`src/rtl/seven_seg_pkg.sv`:
```
// Shared segment definitions for the seven-segment scan controller.
// Bit order of every pattern is {g,f,e,d,c,b,a}, active-high (1 = segment lit).
package seven_seg_pkg;

    typedef logic [6:0] seg_pat_t;

    localparam int SEG_BIT_A = 0;
    localparam int SEG_BIT_B = 1;
    localparam int SEG_BIT_C = 2;
    localparam int SEG_BIT_D = 3;
    localparam int SEG_BIT_E = 4;
    localparam int SEG_BIT_F = 5;
    localparam int SEG_BIT_G = 6;

    localparam seg_pat_t SEG_0     = 7'h3F;
    localparam seg_pat_t SEG_1     = 7'h06;
    localparam seg_pat_t SEG_2     = 7'h5B;
    localparam seg_pat_t SEG_3     = 7'h4F;
    localparam seg_pat_t SEG_4     = 7'h66;
    localparam seg_pat_t SEG_5     = 7'h6D;
    localparam seg_pat_t SEG_6     = 7'h7D;
    localparam seg_pat_t SEG_7     = 7'h07;
    localparam seg_pat_t SEG_8     = 7'h7F;
    localparam seg_pat_t SEG_9     = 7'h6F;
    localparam seg_pat_t SEG_A     = 7'h77;
    localparam seg_pat_t SEG_B     = 7'h7C;
    localparam seg_pat_t SEG_C     = 7'h39;
    localparam seg_pat_t SEG_D     = 7'h5E;
    localparam seg_pat_t SEG_E     = 7'h79;
    localparam seg_pat_t SEG_F     = 7'h71;
    localparam seg_pat_t SEG_BLANK = 7'h00;

    // Maps an active-high pattern onto the pin polarity of the board.
    function automatic seg_pat_t seg_to_pin(input seg_pat_t pat, input logic active_low);
        return active_low ? ~pat : pat;
    endfunction

endpackage

```
`src/rtl/seven_seg_mux_ctrl_bcd_to_seg.sv`:
```
// Combinational nibble -> active-high segment pattern.
// SEVEN_SEG_HEX_DECODE_EN: codes 10..15 show A,b,C,d,E,F instead of blank.
module bcd_to_seg
    import seven_seg_pkg::*;
(
    input  logic [3:0] nibble_i,
    output logic [6:0] seg_o
);

    // Nibble decode table.
    always_comb begin
        seg_o = SEG_BLANK;
        case (nibble_i)
            4'd0:    seg_o = SEG_0;
            4'd1:    seg_o = SEG_1;
            4'd2:    seg_o = SEG_2;
            4'd3:    seg_o = SEG_3;
            4'd4:    seg_o = SEG_4;
            4'd5:    seg_o = SEG_5;
            4'd6:    seg_o = SEG_6;
            4'd7:    seg_o = SEG_7;
            4'd8:    seg_o = SEG_8;
            4'd9:    seg_o = SEG_9;
`ifdef SEVEN_SEG_HEX_DECODE_EN
            4'd10:   seg_o = SEG_A;
            4'd11:   seg_o = SEG_B;
            4'd12:   seg_o = SEG_C;
            4'd13:   seg_o = SEG_D;
            4'd14:   seg_o = SEG_E;
            4'd15:   seg_o = SEG_F;
`else
            4'd10, 4'd11, 4'd12, 4'd13, 4'd14, 4'd15: seg_o = SEG_BLANK;
`endif
            default: seg_o = SEG_BLANK;
        endcase
    end

endmodule

```
`src/rtl/seven_seg_mux_ctrl.sv`:
```
// Time-division multiplexed seven-segment controller with shadowed BCD data,
// anti-ghosting blank window and leading-zero suppression (SEVEN_SEG_HEX_DECODE_EN in decoder).
module seven_seg_mux_ctrl
    import seven_seg_pkg::*;
#(
    parameter int NUM_DIGITS     = 4,
    parameter int REFRESH_DIV    = 100000,
    parameter int BLANK_CYCLES   = 1000,
    parameter int SEG_ACTIVE_LOW = 1,
    parameter int AN_ACTIVE_LOW  = 1
) (
    input  logic                    clk,
    input  logic                    rst,
    input  logic [4*NUM_DIGITS-1:0] bcd_in,
    input  logic [NUM_DIGITS-1:0]   dp_in,
    input  logic                    load,
    input  logic                    lz_suppress,
    output logic [6:0]              seg,
    output logic                    dp,
    output logic [NUM_DIGITS-1:0]   an,
    output logic                    frame_tick
);

    localparam int CNT_W = (REFRESH_DIV > 1) ? $clog2(REFRESH_DIV) : 1;
    localparam int IDX_W = (NUM_DIGITS > 1) ? $clog2(NUM_DIGITS) : 1;
    localparam logic [CNT_W-1:0] CNT_MAX  = CNT_W'(REFRESH_DIV - 1);
    localparam logic [CNT_W-1:0] BLANK_TH = CNT_W'(BLANK_CYCLES);
    localparam logic [IDX_W-1:0] IDX_MAX  = IDX_W'(NUM_DIGITS - 1);
    localparam logic             SEG_LOW  = (SEG_ACTIVE_LOW != 0);
    localparam logic             AN_LOW   = (AN_ACTIVE_LOW != 0);
    localparam logic [6:0]       SEG_OFF  = seg_to_pin(SEG_BLANK, SEG_LOW);
    localparam logic [NUM_DIGITS-1:0] AN_OFF = {NUM_DIGITS{AN_LOW}};

    logic [CNT_W-1:0]        cnt_q, cnt_d;
    logic [IDX_W-1:0]        idx_q, idx_d;
    logic [4*NUM_DIGITS-1:0] shadow_bcd_q;
    logic [NUM_DIGITS-1:0]   shadow_dp_q;
    logic                    lz_q;
    logic [6:0]              seg_q, seg_d;
    logic                    dp_q, dp_d;
    logic [NUM_DIGITS-1:0]   an_q, an_d;
    logic                    frame_q, frame_d;

    logic [NUM_DIGITS-1:0]   an_sel_s;
    logic [NUM_DIGITS-1:0]   suppress_s;
    logic                    zero_run_s;
    logic [3:0]              cur_nib_s;
    logic                    cur_dp_s;
    logic                    cur_sup_s;
    logic [6:0]              pattern_s;

    // Prescaler and scan index next state; frame pulse on last-digit wrap.
    always_comb begin
        cnt_d   = (cnt_q == CNT_MAX) ? '0 : cnt_q + CNT_W'(1);
        idx_d   = idx_q;
        frame_d = 1'b0;
        if (cnt_q == CNT_MAX) begin
            idx_d   = (idx_q == IDX_MAX) ? '0 : idx_q + IDX_W'(1);
            frame_d = (idx_q == IDX_MAX);
        end else begin
            idx_d   = idx_q;
            frame_d = 1'b0;
        end
    end

    // Digit k is a leading zero when it and every digit above it read 0; digit 0 is exempt.
    always_comb begin
        suppress_s = '0;
        zero_run_s = 1'b1;
        for (int k = NUM_DIGITS - 1; k >= 1; k--) begin
            zero_run_s    = zero_run_s & (shadow_bcd_q[4*k +: 4] == 4'd0);
            suppress_s[k] = lz_q & zero_run_s;
        end
    end

    // AND-OR mux of the currently scanned digit's data.
    always_comb begin
        an_sel_s  = '0;
        cur_nib_s = 4'd0;
        cur_dp_s  = 1'b0;
        cur_sup_s = 1'b0;
        for (int k = 0; k < NUM_DIGITS; k++) begin
            an_sel_s[k] = (idx_q == IDX_W'(k));
            cur_nib_s   = cur_nib_s | (shadow_bcd_q[4*k +: 4] & {4{an_sel_s[k]}});
            cur_dp_s    = cur_dp_s | (shadow_dp_q[k] & an_sel_s[k]);
            cur_sup_s   = cur_sup_s | (suppress_s[k] & an_sel_s[k]);
        end
    end

    bcd_to_seg u_bcd_to_seg (
        .nibble_i (cur_nib_s),
        .seg_o    (pattern_s)
    );

    // Pin values: everything dark during the blank window at the start of a slot.
    always_comb begin
        an_d  = AN_OFF;
        seg_d = SEG_OFF;
        dp_d  = SEG_LOW;
        if (cnt_q >= BLANK_TH) begin
            an_d  = AN_LOW ? ~an_sel_s : an_sel_s;
            seg_d = seg_to_pin(cur_sup_s ? SEG_BLANK : pattern_s, SEG_LOW);
            dp_d  = cur_dp_s ^ SEG_LOW;
        end else begin
            an_d  = AN_OFF;
            seg_d = SEG_OFF;
            dp_d  = SEG_LOW;
        end
    end

    // Scan counters.
    always_ff @(posedge clk or posedge rst) begin
        if (rst) begin
            cnt_q <= '0;
            idx_q <= '0;
        end else begin
            cnt_q <= cnt_d;
            idx_q <= idx_d;
        end
    end

    // Shadow capture so a display update is always atomic.
    always_ff @(posedge clk or posedge rst) begin
        if (rst) begin
            shadow_bcd_q <= '0;
            shadow_dp_q  <= '0;
            lz_q         <= 1'b0;
        end else if (load) begin
            shadow_bcd_q <= bcd_in;
            shadow_dp_q  <= dp_in;
            lz_q         <= lz_suppress;
        end else begin
            shadow_bcd_q <= shadow_bcd_q;
            shadow_dp_q  <= shadow_dp_q;
            lz_q         <= lz_q;
        end
    end

    // Output registers.
    always_ff @(posedge clk or posedge rst) begin
        if (rst) begin
            an_q    <= AN_OFF;
            seg_q   <= SEG_OFF;
            dp_q    <= SEG_LOW;
            frame_q <= 1'b0;
        end else begin
            an_q    <= an_d;
            seg_q   <= seg_d;
            dp_q    <= dp_d;
            frame_q <= frame_d;
        end
    end

    assign an         = an_q;
    assign seg        = seg_q;
    assign dp         = dp_q;
    assign frame_tick = frame_q;

endmodule

```
`config.mk`:
```
export PLATFORM = sky130hd
export DESIGN_NAME = seven_seg_mux_ctrl
export DESIGN_NICKNAME = d
export VERILOG_FILES = /design/src/rtl/seven_seg_pkg.sv /design/src/rtl/seven_seg_mux_ctrl_bcd_to_seg.sv /design/src/rtl/seven_seg_mux_ctrl.sv
export SDC_FILE = /design/constraint.sdc
export NUM_CORES = 1
export LEC_CHECK = 0
export CORE_AREA = 5 5 115 84
export DETAILED_ROUTE_END_ITERATION = 6
export DIE_AREA = 0 0 120 89
export PLACE_DENSITY = 0.49
export SYNTH_ARGS = -nofsm -noshare
export SYNTH_HDL_FRONTEND = slang
export SYNTH_SLANG_ARGS = --single-unit
```
`constraint.sdc`:
```
create_clock -name clk -period 2.95 [get_ports clk]
set_clock_uncertainty 0.2 [all_clocks]
set_input_delay 0.59 -clock clk [delete_from_list [all_inputs] [get_ports clk]]
set_output_delay 0.59 -clock clk [all_outputs]
set_load 0.05 [all_outputs]
```
Word-level counts from Yosys, hierarchy flattened. Memory sizes are Yosys's and may differ from the RTL's. Index checks and enable logic that the tools add are counted.

Register bits after elaboration: 53. ROM bits: 112. Output and inout bits: 13. Memories: 1.

$add $sub $neg: 2. Order comparisons: 1. Equal/unequal tests: 4. Muxes and demuxes: 7. Bitwise operators: 27. Reductions and logical operators: 4.

Memories: (name not given) (depth 16, bits a word 7, read ports 1, clocked after memory_dff 0, wr ports 0, RTL line seven_seg_mux_ctrl_bcd_to_seg.sv:13) `case (nibble_i)`.

Operators by type and width (count): $add A17 B1 Y17 const B (1); $eq A17 B17 Y1 const B (1); $ge A17 B10 Y1 const B (1); $mux W17 (1); $and A4 B4 Y4 (4); $mux W7 (2); $and A1 B1 Y1 (12); $logic_not A4 Y1 (3); $or A4 B4 Y4 (3); $not A7 Y7 (1); $or A1 B1 Y1 (5); $eq A2 B2 Y1 const B (2); $mux W4 (1); $not A4 Y4 (1); $add A2 B1 Y2 const B (1); $eq A2 B1 Y1 const B (1); $logic_not A2 Y1 (1); $mux W1 (2); $mux W2 (1); $not A1 Y1 (1).

Depth between registers and ports, before layout.
Depth after elaboration: 10. Depth in mapped cells: 9. Mapped depth without buffers: 9.

Hierarchy. Synthesis repeated with hierarchy kept, for this count alone.

Cells, all modules: 217. Area, all modules: 2534.9 sq um.

Modules (own cells, without submodules): seven_seg_mux_ctrl (instances 1, cells an instance 189, area an instance 2314.7 sq um, sequential area each 1341.3 sq um); bcd_to_seg (instances 1, cells an instance 28, area an instance 220.2 sq um, sequential area each 0.0 sq um).

Worst setup path after synthesis. No wires, ideal clock.

Kind: register -> register. Start point: reg idx_q[1]. End point: reg seg_q[0], in the netlist seg[0]. Data arrival time: 2093 ps. Data required time: 2673 ps. Path slack: 580 ps. Stages on the path, launching flop included: 10. Buffers on the path: 0. Cell sequence: dfrtp_1 -> inv_1 -> ha_1 -> a22o_1 -> a221oi_1 -> inv_1 -> ha_1 -> a21o_1 -> a21o_1 -> a21o_1.

Word-level cells in the longest chain between the ends: 9. Elaborated cells on any way between the ends: 20. Classes of those cells: 3 x eq/ne; 2 x mux; 13 x bitwise; 1 x reduce/logical; 1 x memory.

RTL lines: from (decl) (RTL line seven_seg_mux_ctrl.sv:35) `logic [IDX_W-1:0] idx_q, idx_d;`; from (signal assigned) (RTL line seven_seg_mux_ctrl.sv:118) `idx_q <= idx_d;`; $eq A2 B1 Y1 or $logic_not A2 Y1 (tied branches) (RTL line seven_seg_mux_ctrl.sv:83) `an_sel_s[k] = (idx_q == IDX_W'(k));`; $and A4 B4 Y4 (RTL line seven_seg_mux_ctrl.sv:84) `cur_nib_s = cur_nib_s | (shadow_bcd_q[4*k +: 4] & {4{an_sel_s[k]}});`; $or A4 B4 Y4 (3 in a row) (RTL line seven_seg_mux_ctrl.sv:84); $mem_v2 Z16 W7; $mux W7 * (RTL line seven_seg_mux_ctrl.sv:102) `seg_d = seg_to_pin(cur_sup_s ? SEG_BLANK : pattern_s, SEG_LOW);`; $not A7 Y7 * (RTL line seven_seg_pkg.sv:35) `return active_low ? ~pat : pat;`; $mux W7 * (RTL line seven_seg_mux_ctrl.sv:100) `if (cnt_q >= BLANK_TH) begin`; net seg_d[0] (RTL line seven_seg_mux_ctrl.sv:39) `logic [6:0] seg_q, seg_d;`; to (signal assigned) (RTL line seven_seg_mux_ctrl.sv:148) `seg_q <= seg_d;`; to (decl) (RTL line seven_seg_mux_ctrl.sv:39).

Mark *: on every way through the listed nets, which the timed path passes. The rest lies on a longest branch. A chain may end at the register's enable or synchronous reset.

Worst setup path after layout.
Start point: reg idx_q[1]. End point: reg seg_q[3], in the netlist seg[3].

Same word-level chain as after synthesis.

==> qor.yml <==
cp_data_required_time_ns: 2.97
synth_compound_area_share_pct: 8.76
synth-seq-cells: 53
grt_util_all_layers_pct: 10.9
die_w_um: 120
critPathKind: "reg -> reg"
synth_nets: 242
min_path_type: "reg -> reg"
finalNonFillerCells: 354
grt_antenna_before_repair: 0
grt_pass1_vias: 1743
first_pass_iters: 4
gr-total-overflow: 0
synthXorXnorAreaFrac_pct: 5.32
portBuffers: 36
r2r_start: "idx_q[1]"
tightest_slew_ns: 0.544
clk_pin_slew_worst_paths_ns: 0.07
hold_buffers: 0
cts_max_path_buffers: 2
drive_above_1_share_pct: 21.3
slew_headroom_pct: 63.5
drc: 0
clk_latency_ns: 0.28
synthMuxAreaShare_pct: 9.98
coreArea_sq_um: 8370
tns_ns: 0
reg2reg_depth: 10
nets: 283
place_congestion: 0.772
via_per_inst: 4.66
clockRootBuffer: "clkbuf_16"
ys_types: 40
yosysWarnings: 0
netlist_area_sq_um: 2470
wire_per_inst_um: 15.2
postRouteAntennaNets: 0
start_util_pct: 29.5
period_share_pct: 82.5
syn2layout_area_growth_pct: 27.2
fin_crit_ns: 2.44
max_freq_ghz: 0.411
cts_sinks: 53
max_cap_violations: 0
ir_drop_mv: 0.258
numCtsBuffers: 5
routed_wl_um: 5390
slew_violations: 0
grt_pass1_wl_um: 8980
synthSimpleGateAreaFrac_pct: 13.5
cts_tree: "built"
cts_resized: 0
dp.cells: 346
final_hold_viol_count: 0
syn_area_per_cell_sq_um: 11.9
syn_inst: 207
rows: 28
worstPathMaxFanout: 7
die-area_sq_um: 10700
min_path_cells: 1
power_leakage_nw: 1.34
h-tree-depth: 2
outcome: "finished clean"
postCtsSetupBuffers: 0
grt_max_degree: 35
holdCritStartpoint: "cnt_q[0]"
power_density_nw_per_um2: 508
r2r_end: "seg[3]"
r2r_slack_ns: 0.51
synth_fa_ha_area_share_pct: 5.57
ys_seq_area_share_pct: 54.3
setup_viol: 0
worstSetupStartpointType: "register"
register_area_sq_um: 1340
crit_path_end_kind: "register"
dr_total_vias: 1649
holdWs_ns: 0.311
die_y_um: 89
synth_top_family_by_area: "simple AND/OR/NAND/NOR gates"
first_iter_violations: 113
multi_input_area_sq_um: 1070
num_io_pins: 37
hpwl_um: 4020
cp_data_arrival_time_ns: 2.45
rsz0062_at_grt: "false"
fillers: 823
diodes: 0
whs_endpoint: "cnt_q[0]"
## metal layers
layer  global-route usage (%)  part of all wire, %  vias up
met5                        0                    0        -
met3                     2.28                  3.5        2
met2                     14.0                   38       28
li1                         -                    -      807
met4                     3.43                 0.87        0
met1                     17.6                   58      812
## cell usage after synthesis
cell type | count | area, sq um
dfrtp_1 | 41 | 1030
mux2_2 | 21 | 236
nand2_1 | 17 | 63.8
nor2_1 | 14 | 52.6
dfstp_2 | 12 | 315
ha_1 | 11 | 138
inv_1 | 9 | 33.8
xnor2_1 | 9 | 78.8
a22oi_1 | 8 | 60.1
o21ai_0 | 8 | 40.0
nand3_1 | 7 | 35.0
xor2_1 | 6 | 52.6
a21o_1 | 5 | 37.5
a21oi_1 | 3 | 15.0
and2_1 | 3 | 18.8
nor4_1 | 3 | 18.8
a211oi_1 | 2 | 15.0
and4_1 | 2 | 17.5
buf_2 | 2 | 10.0
clkbuf_1 | 2 | 7.51
nand4_1 | 2 | 12.5
nor3_1 | 2 | 10.0
a21o_2 | 1 | 8.76
a221oi_1 | 1 | 8.76
a22o_1 | 1 | 8.76
and3_1 | 1 | 6.26
and3_2 | 1 | 7.51
buf_6 | 1 | 11.3
mux2i_1 | 1 | 10.0
nand2b_4 | 1 | 13.8
nand3b_1 | 1 | 7.51
nand4_2 | 1 | 12.5
nor2_2 | 1 | 6.26
nor2b_1 | 1 | 6.26
nor2b_4 | 1 | 13.8
nor4_2 | 1 | 12.5
o211a_1 | 1 | 10.0
o211ai_2 | 1 | 12.5
or3_4 | 1 | 11.3
or4_1 | 1 | 7.51
## layout by cell type, fill, tap and decap left out, types with 2 or more instances in the layout
cell and count:
nor2_1 14, a22oi_1 8, clkdlybuf4s50_1 36, nand3_1 7, nand4_1 2, a21oi_1 3
xor2_1 6, ha_1 11, nor4_1 3, and4_1 2, dfstp_2 12, dfrtp_1 41
clkbuf_16 5, o21ai_0 8, xnor2_1 9, a21o_1 5, inv_1 8, buf_4 2
nand2_1 17, nor3_1 2, mux2_2 21, a211oi_1 2, and2_1 3
## sequential cells by signal, summed over array words and instances, names as in the netlist
| register | cells |
|---|---|
| seg | 7 |
| cnt_q | 17 |
| shadow_dp_q | 4 |
| lz_q | 1 |
| an | 4 |
| frame_tick | 1 |
| dp | 1 |
| shadow_bcd_q | 16 |
| idx_q | 2 |
## area by class of cell
| type | count | share of cell area, % |
|---|---|---|
| clock inverters | 1 | 0.956 |
| clock buffers | 7 | 4.54 |
| multi-input cells | 140 | 33.9 |
| inverters | 9 | 1.08 |
| flip-flops and latches | 53 | 42.7 |
| well taps | 105 | 4.18 |
| repair buffers | 39 | 12.6 |
## how the worst max path moves through the flow
stage	start	end	slack (ns)
finish	idx_q[1]	seg[3]	0.51
global route	idx_q[0]	seg[3]	0.36
CTS	idx_q[0]	seg[3]	0.52
global placement	idx_q[1]	seg[3]	0.67
floorplan	idx_q[1]	seg[0]	0.58
detailed placement	idx_q[1]	seg[3]	0.53
## report_power, final
| part | internal (mW) | switching [mW] |
|---|---|---|
| Clock | 0.424 | 0.250 |
| Combinational | 0.0777 | 0.0626 |
| Sequential | 0.756 | 0.0250 |
| Total | 1.26 | 0.337 |
## worst max-delay path, stage by stage (launching register included)
cell and delay, ns:
dfrtp_1 0.38, inv_1 0.09, ha_1 0.28, a22o_1 0.23
a221oi_1 0.24, buf_4 0.20, inv_1 0.06, ha_1 0.20
a21o_1 0.17, a21o_1 0.15, a21o_1 0.17
## through the flow
step	power, mW	util, %	setup WS, ns	area, sq um
final	1.60	37.5	0.515	3140
after global routing	1.67	37.5	0.364	3140
after CTS	1.62	37.5	0.523	3140
after detailed placement	0.937	35.4	0.529	2970
after global placement	0.936	35.4	0.667	2970
after floorplan	0.871	-	0.580	2470
## kinds of logic after synthesis
group	after synthesis
DFF	53
xor gates and xnor gates	15
buffers and inverters	14
and+or+nand+nor	61
adders and majority gates	11
AOI/OAI and AO/OA	31
muxes	22
Power figures use the tool's default switching activity.
